==> src/rtl/c17_pipe_ctrl_pkg.sv <==
// Shared types and widths for the c17 pipeline controller.
package c17_pipe_ctrl_pkg;

  typedef enum logic [1:0] {
    ST_IDLE  = 2'd0,
    ST_RUN   = 2'd1,
    ST_DRAIN = 2'd2
  } state_e;

  localparam int VEC_W = 5;
  localparam int RES_W = 2;
  localparam int CNT_W = 16;

endpackage

==> src/rtl/c17_pipe_ctrl_if.sv <==
// Requester-side bus: request handshake plus the one-hot response return.
interface c17_pipe_ctrl_if
  import c17_pipe_ctrl_pkg::*;
#(
  parameter int NREQ = 2
);
  logic [NREQ-1:0]       req_valid;
  logic [VEC_W*NREQ-1:0] req_vec;
  logic [NREQ-1:0]       req_ready;
  logic [NREQ-1:0]       rsp_valid;
  logic [RES_W-1:0]      rsp_data;

  modport master (output req_valid, req_vec, input req_ready, rsp_valid, rsp_data);
  modport slave  (input req_valid, req_vec, output req_ready, rsp_valid, rsp_data);
endinterface

==> src/rtl/c17_pipe_ctrl_rr_arbiter.sv <==
// Round-robin arbiter: searches from the requester after the last winner and
// moves its pointer only when the caller reports an accepted grant.
module rr_arbiter #(
  parameter int NREQ = 2
) (
  input  logic            clk,
  input  logic            rst,
  input  logic [NREQ-1:0] req,
  input  logic            advance,
  output logic [NREQ-1:0] grant
);
  localparam int IDX_W = (NREQ > 1) ? $clog2(NREQ) : 1;
  localparam int SUM_W = IDX_W + 1;

  logic [IDX_W-1:0] ptr_q, ptr_d, win_s, cand_s;
  logic [SUM_W-1:0] sum_s;
  logic             found_s, hit_s;

  always_comb begin
    grant   = '0;
    win_s   = ptr_q;
    found_s = 1'b0;
    hit_s   = 1'b0;
    sum_s   = '0;
    cand_s  = '0;
    for (int i = 0; i < NREQ; i++) begin
      sum_s  = {1'b0, ptr_q} + SUM_W'(i);
      cand_s = (sum_s >= SUM_W'(NREQ)) ? IDX_W'(sum_s - SUM_W'(NREQ)) : IDX_W'(sum_s);
      hit_s  = !found_s && req[cand_s];
      grant[cand_s] = grant[cand_s] | hit_s;
      win_s   = hit_s ? cand_s : win_s;
      found_s = found_s | hit_s;
    end
  end

  always_comb begin
    ptr_d = ptr_q;
    if (advance) begin
      ptr_d = (win_s == IDX_W'(NREQ - 1)) ? '0 : win_s + IDX_W'(1);
    end else begin
      ptr_d = ptr_q;
    end
  end

  always_ff @(posedge clk) begin
    if (rst) begin
      ptr_q <= '0;
    end else begin
      ptr_q <= ptr_d;
    end
  end

endmodule

==> src/rtl/c17_pipe_ctrl.sv <==
// c17_pipe_ctrl: shares one pipelined c17 datapath among NREQ requesters and
// routes each result back to its issuer in issue order.
module c17_pipe_ctrl
  import c17_pipe_ctrl_pkg::*;
#(
  parameter int NREQ     = 2,
  parameter int PIPE_LAT = 2
) (
  input  logic             clk,
  input  logic             rst,
  c17_pipe_ctrl_if.slave   req_if,
  output logic [VEC_W-1:0] dp_in,
  input  logic [RES_W-1:0] dp_out,
  input  logic             drain,
  output logic             idle,
  output logic [CNT_W-1:0] issue_cnt
);
  localparam int IDX_W = (NREQ > 1) ? $clog2(NREQ) : 1;

  state_e            state_q, state_d;
  logic [NREQ-1:0]   arb_req_s, grant_s;
  logic              grant_en_s, xfer_s, pipe_empty_s;
  logic [VEC_W-1:0]  sel_vec_s, dp_in_q, dp_in_d;
  logic [IDX_W-1:0]  sel_id_s;
  logic [PIPE_LAT:0] tag_vld_q, tag_vld_d;
  logic [IDX_W-1:0]  tag_id_q [PIPE_LAT+1];
  logic [IDX_W-1:0]  tag_id_d [PIPE_LAT+1];
  logic [NREQ-1:0]   rsp_valid_q, rsp_valid_d;
  logic [RES_W-1:0]  rsp_data_q, rsp_data_d;
  logic [CNT_W-1:0]  cnt_q, cnt_d;

  // Drain wins over a same-cycle request, so it closes the grant gate directly.
  assign grant_en_s   = !rst && !drain && (state_q != ST_DRAIN);
  assign arb_req_s    = req_if.req_valid & {NREQ{grant_en_s}};
  assign xfer_s       = |grant_s;
  assign pipe_empty_s = ~|tag_vld_q;

  rr_arbiter #(.NREQ(NREQ)) u_arb (
    .clk     (clk),
    .rst     (rst),
    .req     (arb_req_s),
    .advance (xfer_s),
    .grant   (grant_s)
  );

  always_comb begin
    sel_vec_s = '0;
    sel_id_s  = '0;
    for (int i = 0; i < NREQ; i++) begin
      sel_vec_s = sel_vec_s | (req_if.req_vec[i*VEC_W +: VEC_W] & {VEC_W{grant_s[i]}});
      sel_id_s  = sel_id_s | (IDX_W'(i) & {IDX_W{grant_s[i]}});
    end
  end

  always_comb begin
    dp_in_d     = xfer_s ? sel_vec_s : dp_in_q;
    cnt_d       = xfer_s ? cnt_q + CNT_W'(1) : cnt_q;
    tag_vld_d   = {tag_vld_q[PIPE_LAT-1:0], xfer_s};
    tag_id_d[0] = sel_id_s;
    for (int j = 1; j <= PIPE_LAT; j++) begin
      tag_id_d[j] = tag_id_q[j-1];
    end
    // The last tag stage lines up with dp_out, so it qualifies the response.
    rsp_valid_d = tag_vld_q[PIPE_LAT] ? (NREQ'(1) << tag_id_q[PIPE_LAT]) : '0;
    rsp_data_d  = tag_vld_q[PIPE_LAT] ? dp_out : rsp_data_q;
  end

  always_comb begin
    state_d = state_q;
    case (state_q)
      ST_IDLE: begin
        if (drain)                       state_d = ST_DRAIN;
        else if (|req_if.req_valid)      state_d = ST_RUN;
        else                             state_d = ST_IDLE;
      end
      ST_RUN: begin
        if (drain)                                    state_d = ST_DRAIN;
        else if (!(|req_if.req_valid) && pipe_empty_s) state_d = ST_IDLE;
        else                                          state_d = ST_RUN;
      end
      ST_DRAIN: begin
        if (!drain && pipe_empty_s) state_d = ST_IDLE;
        else                        state_d = ST_DRAIN;
      end
      default: state_d = ST_IDLE;
    endcase
  end

  always_ff @(posedge clk) begin
    if (rst) begin
      state_q     <= ST_IDLE;
      dp_in_q     <= '0;
      cnt_q       <= '0;
      tag_vld_q   <= '0;
      rsp_valid_q <= '0;
      rsp_data_q  <= '0;
      for (int j = 0; j <= PIPE_LAT; j++) tag_id_q[j] <= '0;
    end else begin
      state_q     <= state_d;
      dp_in_q     <= dp_in_d;
      cnt_q       <= cnt_d;
      tag_vld_q   <= tag_vld_d;
      rsp_valid_q <= rsp_valid_d;
      rsp_data_q  <= rsp_data_d;
      for (int j = 0; j <= PIPE_LAT; j++) tag_id_q[j] <= tag_id_d[j];
    end
  end

  assign req_if.req_ready = grant_s;
  assign req_if.rsp_valid = rsp_valid_q;
  assign req_if.rsp_data  = rsp_data_q;
  assign dp_in            = dp_in_q;
  assign idle             = (state_q == ST_IDLE);
  assign issue_cnt        = cnt_q;

endmodule

==> src/flat_wrapper.sv <==
// flat-port wrapper written by rule: the top's interface ports become plain ports
module c17_pipe_ctrl_flat import c17_pipe_ctrl_pkg::*;
#(
  parameter int NREQ     = 2,
  parameter int PIPE_LAT = 2
)
  (clk, rst, dp_in, dp_out, drain, idle, issue_cnt, req_if_req_valid, req_if_req_vec, req_if_req_ready, req_if_rsp_valid, req_if_rsp_data);
  c17_pipe_ctrl_if #(.NREQ(NREQ)) req_if_i ();
  input  logic clk;
  input  logic rst;
  output logic [VEC_W-1:0] dp_in;
  input  logic [RES_W-1:0] dp_out;
  input  logic drain;
  output logic idle;
  output logic [CNT_W-1:0] issue_cnt;
  input wire logic [$bits(req_if_i.req_valid)-1:0] req_if_req_valid;
  input wire logic [$bits(req_if_i.req_vec)-1:0] req_if_req_vec;
  output wire logic [$bits(req_if_i.req_ready)-1:0] req_if_req_ready;
  output wire logic [$bits(req_if_i.rsp_valid)-1:0] req_if_rsp_valid;
  output wire logic [$bits(req_if_i.rsp_data)-1:0] req_if_rsp_data;
  assign req_if_i.req_valid = req_if_req_valid;
  assign req_if_i.req_vec = req_if_req_vec;
  assign req_if_req_ready = req_if_i.req_ready;
  assign req_if_rsp_valid = req_if_i.rsp_valid;
  assign req_if_rsp_data = req_if_i.rsp_data;
  c17_pipe_ctrl #(.NREQ(NREQ), .PIPE_LAT(PIPE_LAT)) u_core (.clk(clk), .rst(rst), .req_if(req_if_i), .dp_in(dp_in), .dp_out(dp_out), .drain(drain), .idle(idle), .issue_cnt(issue_cnt));
endmodule
==> config.mk <==
export PLATFORM = sky130hd
export DESIGN_NAME = c17_pipe_ctrl_flat
export DESIGN_NICKNAME = d
export VERILOG_FILES = /design/src/rtl/c17_pipe_ctrl_pkg.sv /design/src/rtl/c17_pipe_ctrl_if.sv /design/src/rtl/c17_pipe_ctrl_rr_arbiter.sv /design/src/rtl/c17_pipe_ctrl.sv /design/src/flat_wrapper.sv
export SDC_FILE = /design/constraint.sdc
export NUM_CORES = 1
export LEC_CHECK = 0
export BUFFER_PORTS_ARGS = -buffer_cell sky130_fd_sc_hd__buf_2
export CAP_MARGIN = 20
export CORE_ASPECT_RATIO = 1.25
export CORE_MARGIN = 3
export CORE_UTILIZATION = 35
export DETAILED_ROUTE_END_ITERATION = 7
export GPL_ROUTABILITY_DRIVEN = 0
export GPL_TIMING_DRIVEN = 0
export PLACE_DENSITY_LB_ADDON = 0.2
export SKIP_CTS_REPAIR_TIMING = 1
export SYNTH_ARGS = -nofsm -noshare
export SYNTH_HDL_FRONTEND = slang
export SYNTH_SLANG_ARGS = --single-unit
==> constraint.sdc <==
create_clock -name clk -period 1.6 [get_ports clk]
set_input_delay 0.16 -clock clk [delete_from_list [all_inputs] [get_ports clk]]
set_output_delay 0.16 -clock clk [all_outputs]
set_load 0.005 [all_outputs]
# After elaboration in Yosys (flattened, before gate mapping)
# Memory sizes are Yosys's and may differ from the RTL's.
# Index checks and enable logic that the tools add are counted.
dict set report totals {
  ff_bits 31
  mem_bits_rw 3
  inputBits 17
  output_inout_bits 28
  elab_cells 80
  memories 1
}
dict set report op_classes {
  n_addsub 5
  magnitude_cmp 6
  eq_ne 3
  n_shift 1
  muxes 29
  bitwise 11
  reduce_logical 17
}
# memory depth word_bits read_ports rd_ports_with_merged_regs write_ports line
set memory_table {}
lappend memory_table {u_core.tag_id_q 3 1 3 0 3 c17_pipe_ctrl.sv:26} ;# logic [IDX_W-1:0] tag_id_q [PIPE_LAT+1];
# operator count
set op_table {}
lappend op_table {{1-bit 2-to-1 mux} 22}
lappend op_table {{16-bit by 1-bit adder with 16-bit output, second input constant} 1}
lappend op_table {{5-bit bitwise AND} 2}
lappend op_table {{1-bit logical AND} 7}
lappend op_table {{2-bit 2-to-1 mux} 3}
lappend op_table {{2-bit case mux with 3 select lines} 1}
lappend op_table {{2-bit OR reduction} 3}
lappend op_table {{1-bit logical NOT} 5}
lappend op_table {{1-bit bitwise OR} 5}
lappend op_table {{5-bit bitwise OR} 1}
lappend op_table {{2-bit bitwise AND} 2}
lappend op_table {{1-bit by 2-bit less-than comparator with 1-bit output, second input constant} 2}
lappend op_table {{3-bit OR reduction} 1}
lappend op_table {{1-bit by 1-bit adder with 2-bit output, second input constant} 1}
lappend op_table {{2-bit bitwise mux} 1}
lappend op_table {{1-bit demux with 1-bit select} 2}
lappend op_table {{2-bit by 1-bit equality test with 1-bit output, second input constant} 1}
lappend op_table {{2-bit equality test, second input constant} 1}
lappend op_table {{1-bit >= comparator, second input constant} 2}
lappend op_table {{1-bit by 2-bit >= comparator with 1-bit output, second input constant} 1}
lappend op_table {{2-bit >= comparator, second input constant} 1}
lappend op_table {{2-bit logical NOT} 1}
lappend op_table {{2-bit != test, second input constant} 1}
lappend op_table {{1-bit by 1-bit << shifter with 2-bit output, first input constant} 1}
lappend op_table {{3 further kinds} 4}

# Logic depth before layout (Yosys ltp)
dict set report depth {
  ltp_word 14
  depth_mapped 7
  depth_no_buf 5
}

# Hierarchy
# Synthesis repeated with hierarchy kept, for this count alone.
dict set report hier_totals {
  hier_cells 146
  hier_area_um2 1370.1
}
# mod n_inst cells_per_inst area_per_inst_um2
set modules_own_cells {}
lappend modules_own_cells {c17_pipe_ctrl 1 138 1305.0}
lappend modules_own_cells {rr_arbiter 1 8 65.1}

# Least setup slack after synthesis
# Ideal clock, no wire load.
dict set report synth_path {
  kind {flip-flop to flip-flop}
  start {register u_core.cnt_q[3] (netlist: u_core.issue_cnt[3])}
  end {register u_core.cnt_q[7] (netlist: u_core.issue_cnt[7])}
  arrival_time_ns 1.382
  path_slack_ns 0.147
  path_stages_with_launch 6
  n_path_buf 1
  synth_period_minus_slack_ns 1.453
  cell_sequence {dfxtp_1 > and3_1 > nand4_4 > buf_6 > or4_1 > a21oi_1}
}
dict set report synth_between {
  elab_chain_cells 1
}
# item line
set synth_rtl {}
lappend synth_rtl {{from (decl)} c17_pipe_ctrl.sv:30} ;# logic [CNT_W-1:0] cnt_q, cnt_d;
lappend synth_rtl {{from (signal assigned)} c17_pipe_ctrl.sv:101} ;# cnt_q <= cnt_d;
lappend synth_rtl {{16-bit by 1-bit adder with 16-bit output} c17_pipe_ctrl.sv:57} ;# cnt_d = xfer_s ? cnt_q + CNT_W'(1) : cnt_q;
# No other way between the ends.
# A chain may end at the register's enable or synchronous reset.

==> summary.txt <==
Ys flop type = dfxtp_1
Hold endpoint = u_core.req_if.rsp_data[1]
R2R setup slack = 0.07 ns
First-pass GRT wire length = 5.844 mm
Post-synth EDFFs = 0
Pwr Density = 919.5 nW/um^2
Cell-internal power = 0.001393 W
TritonCTS sink count = 34
Post-detail-place hpwl = 2.705 mm
Final WL = 3.662 mm
Starting Density = 0.3762
Clk buf depth = 2
Switching Power = 0.0004182 W
DRC errors left = 0
Die width = 64.22 um
Most Used Layer, Global Route = met2
Vias in the first global route = 1,349
Share of layout cells above drive strength 1 = 0.4009
Hold Startpoint = dp_out[1]
WP data arrival = 1.70 ns
Fillers = 400
FF-to-FF End = u_core.dp_in[2]
# rows = 25
Status = finished, final reports clean
Syn_nets = 174
Final worst path period share = 0.9578
Initial antenna violation count = 0
Number of max-cap violations = 0
Layout area overhead = 32.83%
Top delay family on crit path = simple AND/OR/NAND/NOR gates
Sequential-to-total area share from yosys stat = 0.4591
Worst Setup Path Type = reg -> reg
Endpoints failing setup = 0
GRT Util Overall = 0.1472
Mapped Cells = 156
Met2 usage = 0.2575
Core ar. = 3941 um^2
Routed WL per cell = 13.77 um
CTS Buf Count = 5
Setup Skew = 0.005605 ns
Req. time, crit path = 1.77 ns
R2R depth = 6
Clk_lat worst skew = 0.29 ns
Most frequent cells in the layout = 45 x buf_2, 28 x dfxtp_1, 14 x nor2_1
CP peak stage delay = 0.37 ns
I/O pin count = 45
Final hold slack = 0.1091 ns
Worst setup SP type = flip-flop
First-pass detailed-route iteration total = 4
Die area = 5058 um^2
Fmax = 652.6 MHz
Worst Tran Pin Value = 0.4953 ns
Final worst slack = 0.06757 ns
Cell area after layout = 1969 um^2
Clk pin slew, worst setup/hold paths = 0.07 ns
Max-slew headroom = 0.6698
Min cycle time layout = 1.532 ns
Register bit total from synthesis = 34
Static leakage = 0.8083 nW
Worst reg2reg startpoint = u_core.state_q[1]
Post-detailed-route via-to-cell ratio = 5.323
Crit Path Max Fanout = 6
Final-stage net count = 229
Antenna cell count = 0
Setup crit end kind = flip-flop
Grt total ovfl = 0
Initial DRC Count = 45
Unique cell type count in the Yosys netlist = 41
Sequential Power Share = 0.487
Logic pwr share = 0.083
Max-slew violations = 0
Grt met1 use = 0.1614
Total vias in the final route = 1,416
Clock power frac = 0.430
Placed cell areas = 1770 um^2
Hold Crit Class = in -> reg
CTS tree = yes
Final antenna-violating net count = 0
Mapped Area = 1483 um^2
Most used cell, CP = buf_4
CP bufs+invs = 2
Fin. Hold Viols = 0
Die H = 78.77 um
Asr flop ratio synth = 0
CP Cell Sequence = nor2b_2 -> a2111oi_4 -> buf_4 -> buf_4 -> a221oi_1 -> nor2_1
Clk root buf = clkbuf_8
Met3 Track Usage GR = 0.04950
DP Worst Slack = -0.08123 ns
Syn avg cell area = 9.504 um^2
Ys Warns = 0
Slowest stage cell on the critical path = dfxtp_2
Switch share = 0.2309
I/O Buffers = 44
Maximum vdd drop = 0.0005113 V
Largest net degree at the start of global routing = 12
# H-tree levels = 2
Most common cell after layout, fill and taps aside = buf_2
RSZ-0062 raised after global routing = true
Hold Crit Depth = 3
flip-flops by register name, indices dropped and copies added, names as in the netlist:
| name | flops |
|---|---|
| u_core.tag_vld_q | 3 |
| u_core.state_q | 2 |
| u_core.tag_id_q | 3 |
| u_core.req_if.rsp_data | 2 |
| u_core.u_arb.ptr_q | 1 |
| u_core.dp_in | 5 |
| u_core.issue_cnt | 16 |
| u_core.req_if.rsp_valid | 2 |
kinds of logic (layout without fill, tap and decap cells):
| logic type | after synthesis | count (layout) | synth area share |
|---|---|---|---|
| buffers and inverters | 12 | 68 | 0.04134 |
| flip-flops | 34 | 34 | 0.4591 |
| AO/OA/AOI/OAI | 41 | 41 | 0.1949 |
| AND/OR/NAND/NOR | 62 | 62 | 0.2557 |
| XOR/XNOR | 2 | 2 | 0.01182 |
| multiplexers | 4 | 4 | 0.02869 |
| adder cells (fa/ha/maj) | 1 | 1 | 0.008437 |
synthesized netlist by cell type (3+ instances only):
| library cell | count | area (um^2) |
|---|---|---|
| nand4_1 | 3 | 18.77 |
| nor2b_1 | 7 | 43.79 |
| dfxtp_1 | 34 | 680.7 |
| o31ai_1 | 6 | 45.04 |
| clkbuf_1 | 3 | 11.26 |
| nor2_1 | 14 | 52.55 |
| or3_1 | 4 | 25.02 |
| a21oi_1 | 13 | 65.06 |
| inv_1 | 4 | 15.01 |
| a221oi_1 | 5 | 43.79 |
| o21ai_0 | 8 | 40.04 |
| nand2_1 | 7 | 26.28 |
| nand3_1 | 6 | 30.03 |
| or4_1 | 6 | 45.04 |
stage by stage:
step | total power [W] | TNS [ns] | std cells | util
after floorplan | 0.0009720 | 0 | 156 | -
after global placement | 0.001026 | -0.2380 | 254 | 0.4492
after detailed placement | 0.001031 | -0.4585 | 254 | 0.4492
after CTS | 0.001811 | -0.6844 | 262 | 0.4768
after global routing | 0.001891 | -0.06875 | 266 | 0.4997
final | 0.001811 | 0 | 266 | 0.4997
layout make-up:
| class | instances | area [um^2] | share of cell area |
|---|---|---|---|
| Multi-Input combinational cell | 110 | 784.5 | 0.3983 |
| Sequential cell | 34 | 688.2 | 0.3494 |
| Timing Repair Buffer | 48 | 250.2 | 0.1271 |
| Clock buffer | 5 | 68.82 | 0.03494 |
| Tap cell | 54 | 67.56 | 0.03431 |
| Buffer | 7 | 47.55 | 0.02414 |
| Clock inverter | 3 | 40.04 | 0.02033 |
| Inverter | 5 | 22.52 | 0.01144 |
per-layer routing:
layer | part of all wire | routed length (um) | vias up
li1 | - | - | 696
met5 | 0 | 0 | -
met1 | 0.43 | 1561 | 668
met4 | 0.016 | 60 | 0
met3 | 0.062 | 227 | 7
met2 | 0.50 | 1813 | 45
worst reg2reg max path, cell delays in order, from the launching register on:
cell       delay, ns
dfxtp_2         0.37
nor2b_2         0.34
a2111oi_4       0.08
buf_4           0.15
buf_4           0.12
a221oi_1        0.27
nor2_1          0.09
power by group through the flow:
| stage | clock (W) | sequential, W | combinational, W |
|---|---|---|---|
| 2_1_floorplan | 0 | 0.000897 | 0.0000747 |
| 3_3_place_gp | 0 | 0.000897 | 0.000129 |
| 3_5_place_dp | 0 | 0.000898 | 0.000133 |
| 4_1_cts | 0.000798 | 0.000879 | 0.000134 |
| 5_1_grt | 0.000841 | 0.000884 | 0.000166 |
| 6_report | 0.000778 | 0.000882 | 0.000150 |
worst max path at each step:
stage	slack (ns)	end	from	cells after the start
final	0.07	u_core.dp_in[2]	u_core.state_q[1]	6
after global routing	-0.03	u_core.dp_in[0]	u_core.state_q[1]	6
after CTS	-0.1	u_core.dp_in[3]	u_core.state_q[1]	6
after detailed placement	-0.08	u_core.dp_in[3]	u_core.state_q[1]	6
after global placement	-0.04	u_core.dp_in[3]	u_core.state_q[1]	6
after floorplan	0.15	u_core.issue_cnt[7]	u_core.issue_cnt[3]	5
No activity file was read; power rests on OpenSTA's default activity.
